<file path="src/rtl/rv_arb_pkg.sv">
// Shared types and constants for the unified-memory arbiter between the RISC-V core and the DMA/loader.
package rv_arb_pkg;

    typedef enum logic [1:0] {
        IDLE   = 2'd0,
        ACCESS = 2'd1,
        WAIT   = 2'd2,
        DONE   = 2'd3
    } arb_state_t;

    typedef enum logic {
        REQ_CORE = 1'b0,
        REQ_DMA  = 1'b1
    } req_id_t;

    localparam int RD_LAT_MAX = 15;
    localparam int CNT_W      = $clog2(RD_LAT_MAX + 1);

endpackage

</file>
<file path="src/rtl/rv_mem_arb_if.sv">
// Requester handshakes plus the single memory port; master is the arbiter side, slave the requesters/memory.
interface rv_mem_arb_if #(
    parameter int ADDR_W = 32,
    parameter int DATA_W = 32
);

    logic              c_req;
    logic              c_we;
    logic [ADDR_W-1:0] c_addr;
    logic [DATA_W-1:0] c_wdata;
    logic              c_gnt;
    logic              c_done;
    logic [DATA_W-1:0] c_rdata;

    logic              d_req;
    logic              d_we;
    logic [ADDR_W-1:0] d_addr;
    logic [DATA_W-1:0] d_wdata;
    logic              d_gnt;
    logic              d_done;
    logic [DATA_W-1:0] d_rdata;

    logic              mem_en;
    logic              mem_we;
    logic [ADDR_W-1:0] mem_addr;
    logic [DATA_W-1:0] mem_wdata;
    logic [DATA_W-1:0] mem_rdata;

    logic              core_stall;

    modport master (
        input  c_req, c_we, c_addr, c_wdata,
        input  d_req, d_we, d_addr, d_wdata,
        input  mem_rdata,
        output c_gnt, c_done, c_rdata,
        output d_gnt, d_done, d_rdata,
        output mem_en, mem_we, mem_addr, mem_wdata,
        output core_stall
    );

    modport slave (
        output c_req, c_we, c_addr, c_wdata,
        output d_req, d_we, d_addr, d_wdata,
        output mem_rdata,
        input  c_gnt, c_done, c_rdata,
        input  d_gnt, d_done, d_rdata,
        input  mem_en, mem_we, mem_addr, mem_wdata,
        input  core_stall
    );

endinterface

</file>
<file path="src/rtl/rv_rr_pick.sv">
// Two-way round-robin picker: on a tie the requester that was not served last wins.
module rv_rr_pick
    import rv_arb_pkg::*;
(
    input  logic [1:0] req,
    input  req_id_t    last,
    output logic       valid,
    output req_id_t    pick
);

    always_comb begin
        valid = |req;
        pick  = REQ_CORE;
        if (req == 2'b11) begin
            pick = (last == REQ_CORE) ? REQ_DMA : REQ_CORE;
        end else if (req[1]) begin
            pick = REQ_DMA;
        end
    end

endmodule

</file>
<file path="src/rtl/rv_mem_arb.sv">
// Round-robin sequencer for the shared single-port memory: latches one request, strobes the port,
// waits out the fixed read latency and returns data with a done pulse.
module rv_mem_arb
    import rv_arb_pkg::*;
#(
    parameter int ADDR_W = 32,
    parameter int DATA_W = 32,
    parameter int RD_LAT = 2
) (
    input logic           clk,
    input logic           rst,
    rv_mem_arb_if.master  bus
);

    localparam logic [CNT_W-1:0] LAT_INIT = CNT_W'(RD_LAT);
    localparam logic [CNT_W-1:0] CNT_LAST = CNT_W'(1);

    arb_state_t        state;
    arb_state_t        state_nxt;
    req_id_t           last;
    req_id_t           own;
    req_id_t           pick;
    logic              pick_valid;
    logic              t_we;
    logic [ADDR_W-1:0] t_addr;
    logic [DATA_W-1:0] t_wdata;
    logic [CNT_W-1:0]  cnt;
    logic [DATA_W-1:0] c_rdata_q;
    logic [DATA_W-1:0] d_rdata_q;

    rv_rr_pick u_pick (
        .req   ({bus.d_req, bus.c_req}),
        .last  (last),
        .valid (pick_valid),
        .pick  (pick)
    );

    always_ff @(posedge clk or posedge rst) begin
        if (rst) begin
            state <= IDLE;
        end else begin
            state <= state_nxt;
        end
    end

    always_comb begin
        state_nxt = state;
        case (state)
            IDLE:    if (pick_valid) state_nxt = ACCESS;
            ACCESS:  state_nxt = t_we ? DONE : WAIT;
            WAIT:    if (cnt == CNT_LAST) state_nxt = DONE;
            DONE:    state_nxt = IDLE;
            default: state_nxt = IDLE;
        endcase
    end

    // Requests are only looked at in IDLE; the transaction registers then own the memory port.
    always_ff @(posedge clk or posedge rst) begin
        if (rst) begin
            last      <= REQ_DMA;
            own       <= REQ_CORE;
            t_we      <= 1'b0;
            t_addr    <= '0;
            t_wdata   <= '0;
            cnt       <= '0;
            c_rdata_q <= '0;
            d_rdata_q <= '0;
        end else begin
            case (state)
                IDLE: begin
                    if (pick_valid) begin
                        own <= pick;
                        if (pick == REQ_DMA) begin
                            t_we    <= bus.d_we;
                            t_addr  <= bus.d_addr;
                            t_wdata <= bus.d_wdata;
                        end else begin
                            t_we    <= bus.c_we;
                            t_addr  <= bus.c_addr;
                            t_wdata <= bus.c_wdata;
                        end
                    end
                end
                ACCESS: begin
                    last <= own;
                    if (!t_we) cnt <= LAT_INIT;
                end
                WAIT: begin
                    cnt <= cnt - CNT_LAST;
                    if (cnt == CNT_LAST) begin
                        if (own == REQ_CORE) c_rdata_q <= bus.mem_rdata;
                        else                 d_rdata_q <= bus.mem_rdata;
                    end
                end
                default: ;
            endcase
        end
    end

    assign bus.mem_en    = (state == ACCESS);
    assign bus.mem_we    = (state == ACCESS) && t_we;
    assign bus.mem_addr  = t_addr;
    assign bus.mem_wdata = t_wdata;

    assign bus.c_gnt   = (state == ACCESS) && (own == REQ_CORE);
    assign bus.d_gnt   = (state == ACCESS) && (own == REQ_DMA);
    assign bus.c_done  = (state == DONE) && (own == REQ_CORE);
    assign bus.d_done  = (state == DONE) && (own == REQ_DMA);
    assign bus.c_rdata = c_rdata_q;
    assign bus.d_rdata = d_rdata_q;

    // Stall drops in the core's DONE cycle so the core FSM can consume c_done immediately.
    assign bus.core_stall = bus.c_req ||
                            ((own == REQ_CORE) && ((state == ACCESS) || (state == WAIT)));

endmodule

</file>
<file path="src/flat_wrapper.sv">
// flat-port wrapper written by rule: the top's interface ports become plain ports
module rv_mem_arb_flat import rv_arb_pkg::*;
#(
    parameter int ADDR_W = 32,
    parameter int DATA_W = 32,
    parameter int RD_LAT = 2
)
  (clk, rst, bus_c_req, bus_c_we, bus_c_addr, bus_c_wdata, bus_d_req, bus_d_we, bus_d_addr, bus_d_wdata, bus_mem_rdata, bus_c_gnt, bus_c_done, bus_c_rdata, bus_d_gnt, bus_d_done, bus_d_rdata, bus_mem_en, bus_mem_we, bus_mem_addr, bus_mem_wdata, bus_core_stall);
  rv_mem_arb_if #(.ADDR_W(ADDR_W), .DATA_W(DATA_W)) bus_i ();
  input logic clk;
  input logic rst;
  input wire logic [$bits(bus_i.c_req)-1:0] bus_c_req;
  input wire logic [$bits(bus_i.c_we)-1:0] bus_c_we;
  input wire logic [$bits(bus_i.c_addr)-1:0] bus_c_addr;
  input wire logic [$bits(bus_i.c_wdata)-1:0] bus_c_wdata;
  input wire logic [$bits(bus_i.d_req)-1:0] bus_d_req;
  input wire logic [$bits(bus_i.d_we)-1:0] bus_d_we;
  input wire logic [$bits(bus_i.d_addr)-1:0] bus_d_addr;
  input wire logic [$bits(bus_i.d_wdata)-1:0] bus_d_wdata;
  input wire logic [$bits(bus_i.mem_rdata)-1:0] bus_mem_rdata;
  output wire logic [$bits(bus_i.c_gnt)-1:0] bus_c_gnt;
  output wire logic [$bits(bus_i.c_done)-1:0] bus_c_done;
  output wire logic [$bits(bus_i.c_rdata)-1:0] bus_c_rdata;
  output wire logic [$bits(bus_i.d_gnt)-1:0] bus_d_gnt;
  output wire logic [$bits(bus_i.d_done)-1:0] bus_d_done;
  output wire logic [$bits(bus_i.d_rdata)-1:0] bus_d_rdata;
  output wire logic [$bits(bus_i.mem_en)-1:0] bus_mem_en;
  output wire logic [$bits(bus_i.mem_we)-1:0] bus_mem_we;
  output wire logic [$bits(bus_i.mem_addr)-1:0] bus_mem_addr;
  output wire logic [$bits(bus_i.mem_wdata)-1:0] bus_mem_wdata;
  output wire logic [$bits(bus_i.core_stall)-1:0] bus_core_stall;
  assign bus_i.c_req = bus_c_req;
  assign bus_i.c_we = bus_c_we;
  assign bus_i.c_addr = bus_c_addr;
  assign bus_i.c_wdata = bus_c_wdata;
  assign bus_i.d_req = bus_d_req;
  assign bus_i.d_we = bus_d_we;
  assign bus_i.d_addr = bus_d_addr;
  assign bus_i.d_wdata = bus_d_wdata;
  assign bus_i.mem_rdata = bus_mem_rdata;
  assign bus_c_gnt = bus_i.c_gnt;
  assign bus_c_done = bus_i.c_done;
  assign bus_c_rdata = bus_i.c_rdata;
  assign bus_d_gnt = bus_i.d_gnt;
  assign bus_d_done = bus_i.d_done;
  assign bus_d_rdata = bus_i.d_rdata;
  assign bus_mem_en = bus_i.mem_en;
  assign bus_mem_we = bus_i.mem_we;
  assign bus_mem_addr = bus_i.mem_addr;
  assign bus_mem_wdata = bus_i.mem_wdata;
  assign bus_core_stall = bus_i.core_stall;
  rv_mem_arb #(.ADDR_W(ADDR_W), .DATA_W(DATA_W), .RD_LAT(RD_LAT)) u_core (.clk(clk), .rst(rst), .bus(bus_i));
endmodule
</file>
<file path="config.mk">
export PLATFORM = sky130hd
export DESIGN_NAME = rv_mem_arb_flat
export DESIGN_NICKNAME = d
export VERILOG_FILES = /design/src/rtl/rv_arb_pkg.sv /design/src/rtl/rv_mem_arb_if.sv /design/src/rtl/rv_rr_pick.sv /design/src/rtl/rv_mem_arb.sv /design/src/flat_wrapper.sv
export SDC_FILE = /design/constraint.sdc
export NUM_CORES = 1
export LEC_CHECK = 0
export ABC_AREA = 1
export CAP_MARGIN = 10
export CORE_ASPECT_RATIO = 1.1
export CORE_MARGIN = 4
export CORE_UTILIZATION = 39
export CTS_BUF_LIST = sky130_fd_sc_hd__clkbuf_16
export CTS_CLUSTER_DIAMETER = 40
export DETAILED_ROUTE_END_ITERATION = 8
export GPL_TIMING_DRIVEN = 1
export PLACE_DENSITY = 0.78
export SETUP_SLACK_MARGIN = 0.5
export SYNTH_ARGS = -nofsm -noshare
export SYNTH_HDL_FRONTEND = slang
export SYNTH_HIERARCHICAL = 1
export SYNTH_SLANG_ARGS = --single-unit
</file>
<file path="constraint.sdc">
create_clock -name clk -period 5.4 [get_ports clk]
set_input_delay 0.54 -clock clk [delete_from_list [all_inputs] [get_ports clk]]
set_output_delay 0.54 -clock clk [all_outputs]
set_load 0.05 [all_outputs]
</file>
==> results.toml <==
[route]
drt_iter0_markers = 323
wl_per_cell_um = 16.96
detail-route-antenna-nets = 0
drt_wl_total_um = 19690
firstDrtPassIters = 7
drc = 0
viasPerCell = 4.867
num_vias = 5651

[power]
powerDensity_nw_per_um2 = 718.0
ir_drop_uv = 414.7
comb_power_share_pct = 56.3
p_leak_nw = 4.363
pwr-share-seq_pct = 25.8
clkPwrFrac_pct = 18.0
netSwitchingPower_mw = 3.418
swShare_pct = 48.95
p_int_mw = 3.565

[finish]
final_area_um2 = 9726
nets = 1126
n_fill_cell = 1262
antenna_cells = 0
drive_gt1_share_pct = 8.187
area_delta_synth_final_pct = 61.94

[global_routing]
antenna_found_initial = 0
grt_max_degree = 98
grt_use_total_pct = 22.50
grt_overflow = 0
grt_pass1_wl_um = 30700
grt_pass1_vias = 5609

[placed_design]
io_buffers = 300
post_dp_cell_area_um2 = 9084
place.gp.congestion = 0.8770
dp_hpwl_um = 14020
pre_cts_slack_ns = 2.812

[setup_path]
worst_ep_arrival_time_ns = 2.33
cp-start-kind = "flop"
crit_fanout = 6
required_ns = 4.86
setup.reg_to_reg.worst_slack_ns = 3.04
path_class = "flop to primary output"
crit_path_end_kind = "primary output"

[logic_synthesis]
ys_ff_latch = 137
syn-num-nets = 843
synth-simple-area-share_pct = 15.29
syn_area_per_cell_um2 = 8.977
synthXorXnorAreaFrac_pct = 0.1458
synth_adder_area_share_pct = 1.667
syn-cell-area_um2 = 6006
seq_area_frac_synth_pct = 57.10
yosysUniqueCellTypes = 23
synth_compound_area_share_pct = 18.96
synth.mux.area_fraction_pct = 0
syn_inst = 669
ys_warn_count = 6
synth_top_family_by_area = "compound AO/OA/AOI/OAI gates"

[cts]
clock_sinks = 137
clk_latency_ns = 0.41
postCtsResizedCells = 0
post_cts_buffers = 0
cts_hold_buf = 0
cts_tree = "built"
cts.htree.levels = 4
clkSlewWorstSetupHoldPaths_ns = 0.06
cts_buffer_depth = 2
root_buffer = "clkbuf_16"
numCtsBuffers = 17

[die]
fp-row-count = 47
die-area_um2 = 17450
start_util_pct = 39.89
die_h_um = 138.2
die_x_um = 126.3
core_region_area_um2 = 15050
pin_count = 301

[timing]
worstMarginPinSlew_ns = 0.9139
hold_violations = 0
fin_crit_sh_pct = 53.09
fin_skew_ns = 0.009009
rsz0062_at_grt = "no"
setup-violations-final = 0
drv_slew = 0
fmax_ghz = 0.3488
setup-tns-final_ns = 0
period_minus_slack_ns = 2.867
final.setup.worst_slack_ns = 2.533
maxSlewHeadroom_pct = 39.07

[job]
drv_cap = 0

[run_status]
outcome = "finished, final reports clean"

[min_path]
hold_path_class = "flop to flop"
worst max-delay path, stage by stage (launching register included):
cell and delay, ns:
dfrtp_1 0.45, inv_1 0.13, ha_1 0.31, inv_1 0.06
o21bai_1 0.14, clkdlybuf4s50_1 0.82
per-layer routing:
layer / share of wire (%) / vias to the layer above / global-route usage (%)
met5: 0 / - / 0
li1: - / 2733 / -
met1: 37 / 2657 / 25.05
met3: 7.0 / 31 / 7.639
met2: 53 / 230 / 40.01
met4: 2.6 / 0 / 7.792
final cells by class:
class	instances	area [um2]	share of cell area (%)
Clock buffer	17	425.4	4.374
Tap cell	196	245.2	2.522
Sequential cell	137	3430	35.26
Multi-Input combinational cell	442	2180	22.41
Inverter	49	188.9	1.943
Timing Repair Buffer	305	3040	31.26
Clock inverter	15	216.5	2.226
cells in the mapped netlist:
cell / count / area, um2
nand3_4: 1 / 17.52
nand3_1: 5 / 25.02
o21ai_2: 32 / 280.3
nor2_1: 69 / 259.0
dfstp_2: 1 / 26.28
or2_1: 1 / 6.260
clkbuf_2: 1 / 5.000
nor2_4: 2 / 22.52
buf_2: 21 / 105.1
a21oi_1: 134 / 670.6
nand2_1: 151 / 566.8
ha_1: 8 / 100.1
buf_1: 3 / 11.26
buf_6: 6 / 67.56
o21ai_0: 32 / 160.2
xor2_1: 1 / 8.760
nand4_4: 1 / 21.27
inv_1: 48 / 180.2
o21bai_1: 1 / 7.510
inv_2: 1 / 3.750
dfrtp_1: 136 / 3403
clkbuf_1: 10 / 37.54
o21ai_1: 4 / 20.02
path summary, 6_finish.rpt:
kind,from,end,cells after the start
setup / recovery,u_core/state[0],bus_core_stall,5
hold / removal,u_core/bus.c_rdata[15],u_core/bus.c_rdata[15],2
setup reg to reg,u_core/state[0],u_core/bus.c_rdata[25],7
hold reg to reg,u_core/bus.c_rdata[15],u_core/bus.c_rdata[15],2
max in group asynchronous,rst,u_core/bus.mem_addr[11],3
min in group asynchronous,rst,u_core/bus.d_rdata[21],2
power by group through the flow:
stage / registers (mW) / clock network [mW] / logic (mW)
global placement: 1.79 / 0 / 3.89
detailed placement: 1.81 / 0 / 3.94
CTS: 1.80 / 1.28 / 3.96
finish: 1.80 / 1.26 / 3.93
floorplan: 3.34 / 0 / 1.02
global route: 1.87 / 1.33 / 4.14
state kept, by name, summed over array words and instances, names as in the netlist:
signal and count:
u_core/bus.d_rdata 32, u_core/state 2, u_core/bus.c_rdata 32, u_core/t_we 1, u_core/bus.mem_wdata 32, u_core/cnt 4, u_core/own 1, u_core/last 1
u_core/bus.mem_addr 32
kinds of logic (layout without fill, tap and decap cells):
logic type | Yosys count | in the layout
fa+ha+maj | 8 | 8
compound gates | 203 | 203
buf+inv | 90 | 386
xor+xnor | 1 | 1
simple gates | 230 | 230
flops | 137 | 137
metrics by stage:
| step | instances | util, % | total power [mW] | hold slack (ns) |
|---|---|---|---|---|
| 3_3_place_gp | 1129 | 60.34 | 5.685 | 0.4620 |
| 3_5_place_dp | 1129 | 60.34 | 5.745 | 0.4671 |
| 5_1_grt | 1161 | 64.60 | 7.333 | 0.5073 |
| 2_1_floorplan | 669 | - | 4.357 | 0.4420 |
| 6_report | 1161 | 64.60 | 6.983 | 0.4803 |
| 4_1_cts | 1161 | 64.60 | 7.036 | 0.4821 |
cells in the final DEF, fill, tap and decap left out, drive strengths merged, types with 4 or more instances in the layout:
cell type | netlist | final
o21ai | 68 | 68
clkbuf | 11 | 17
clkinv | 0 | 5
clkdlybuf4s50 | 0 | 300
nand2 | 151 | 151
a21oi | 134 | 134
nor2 | 71 | 71
dfrtp | 136 | 136
nand3 | 6 | 6
ha | 8 | 8
buf | 30 | 5
bufinv | 0 | 4
inv | 49 | 55
(Power assumes the default switching activity.)
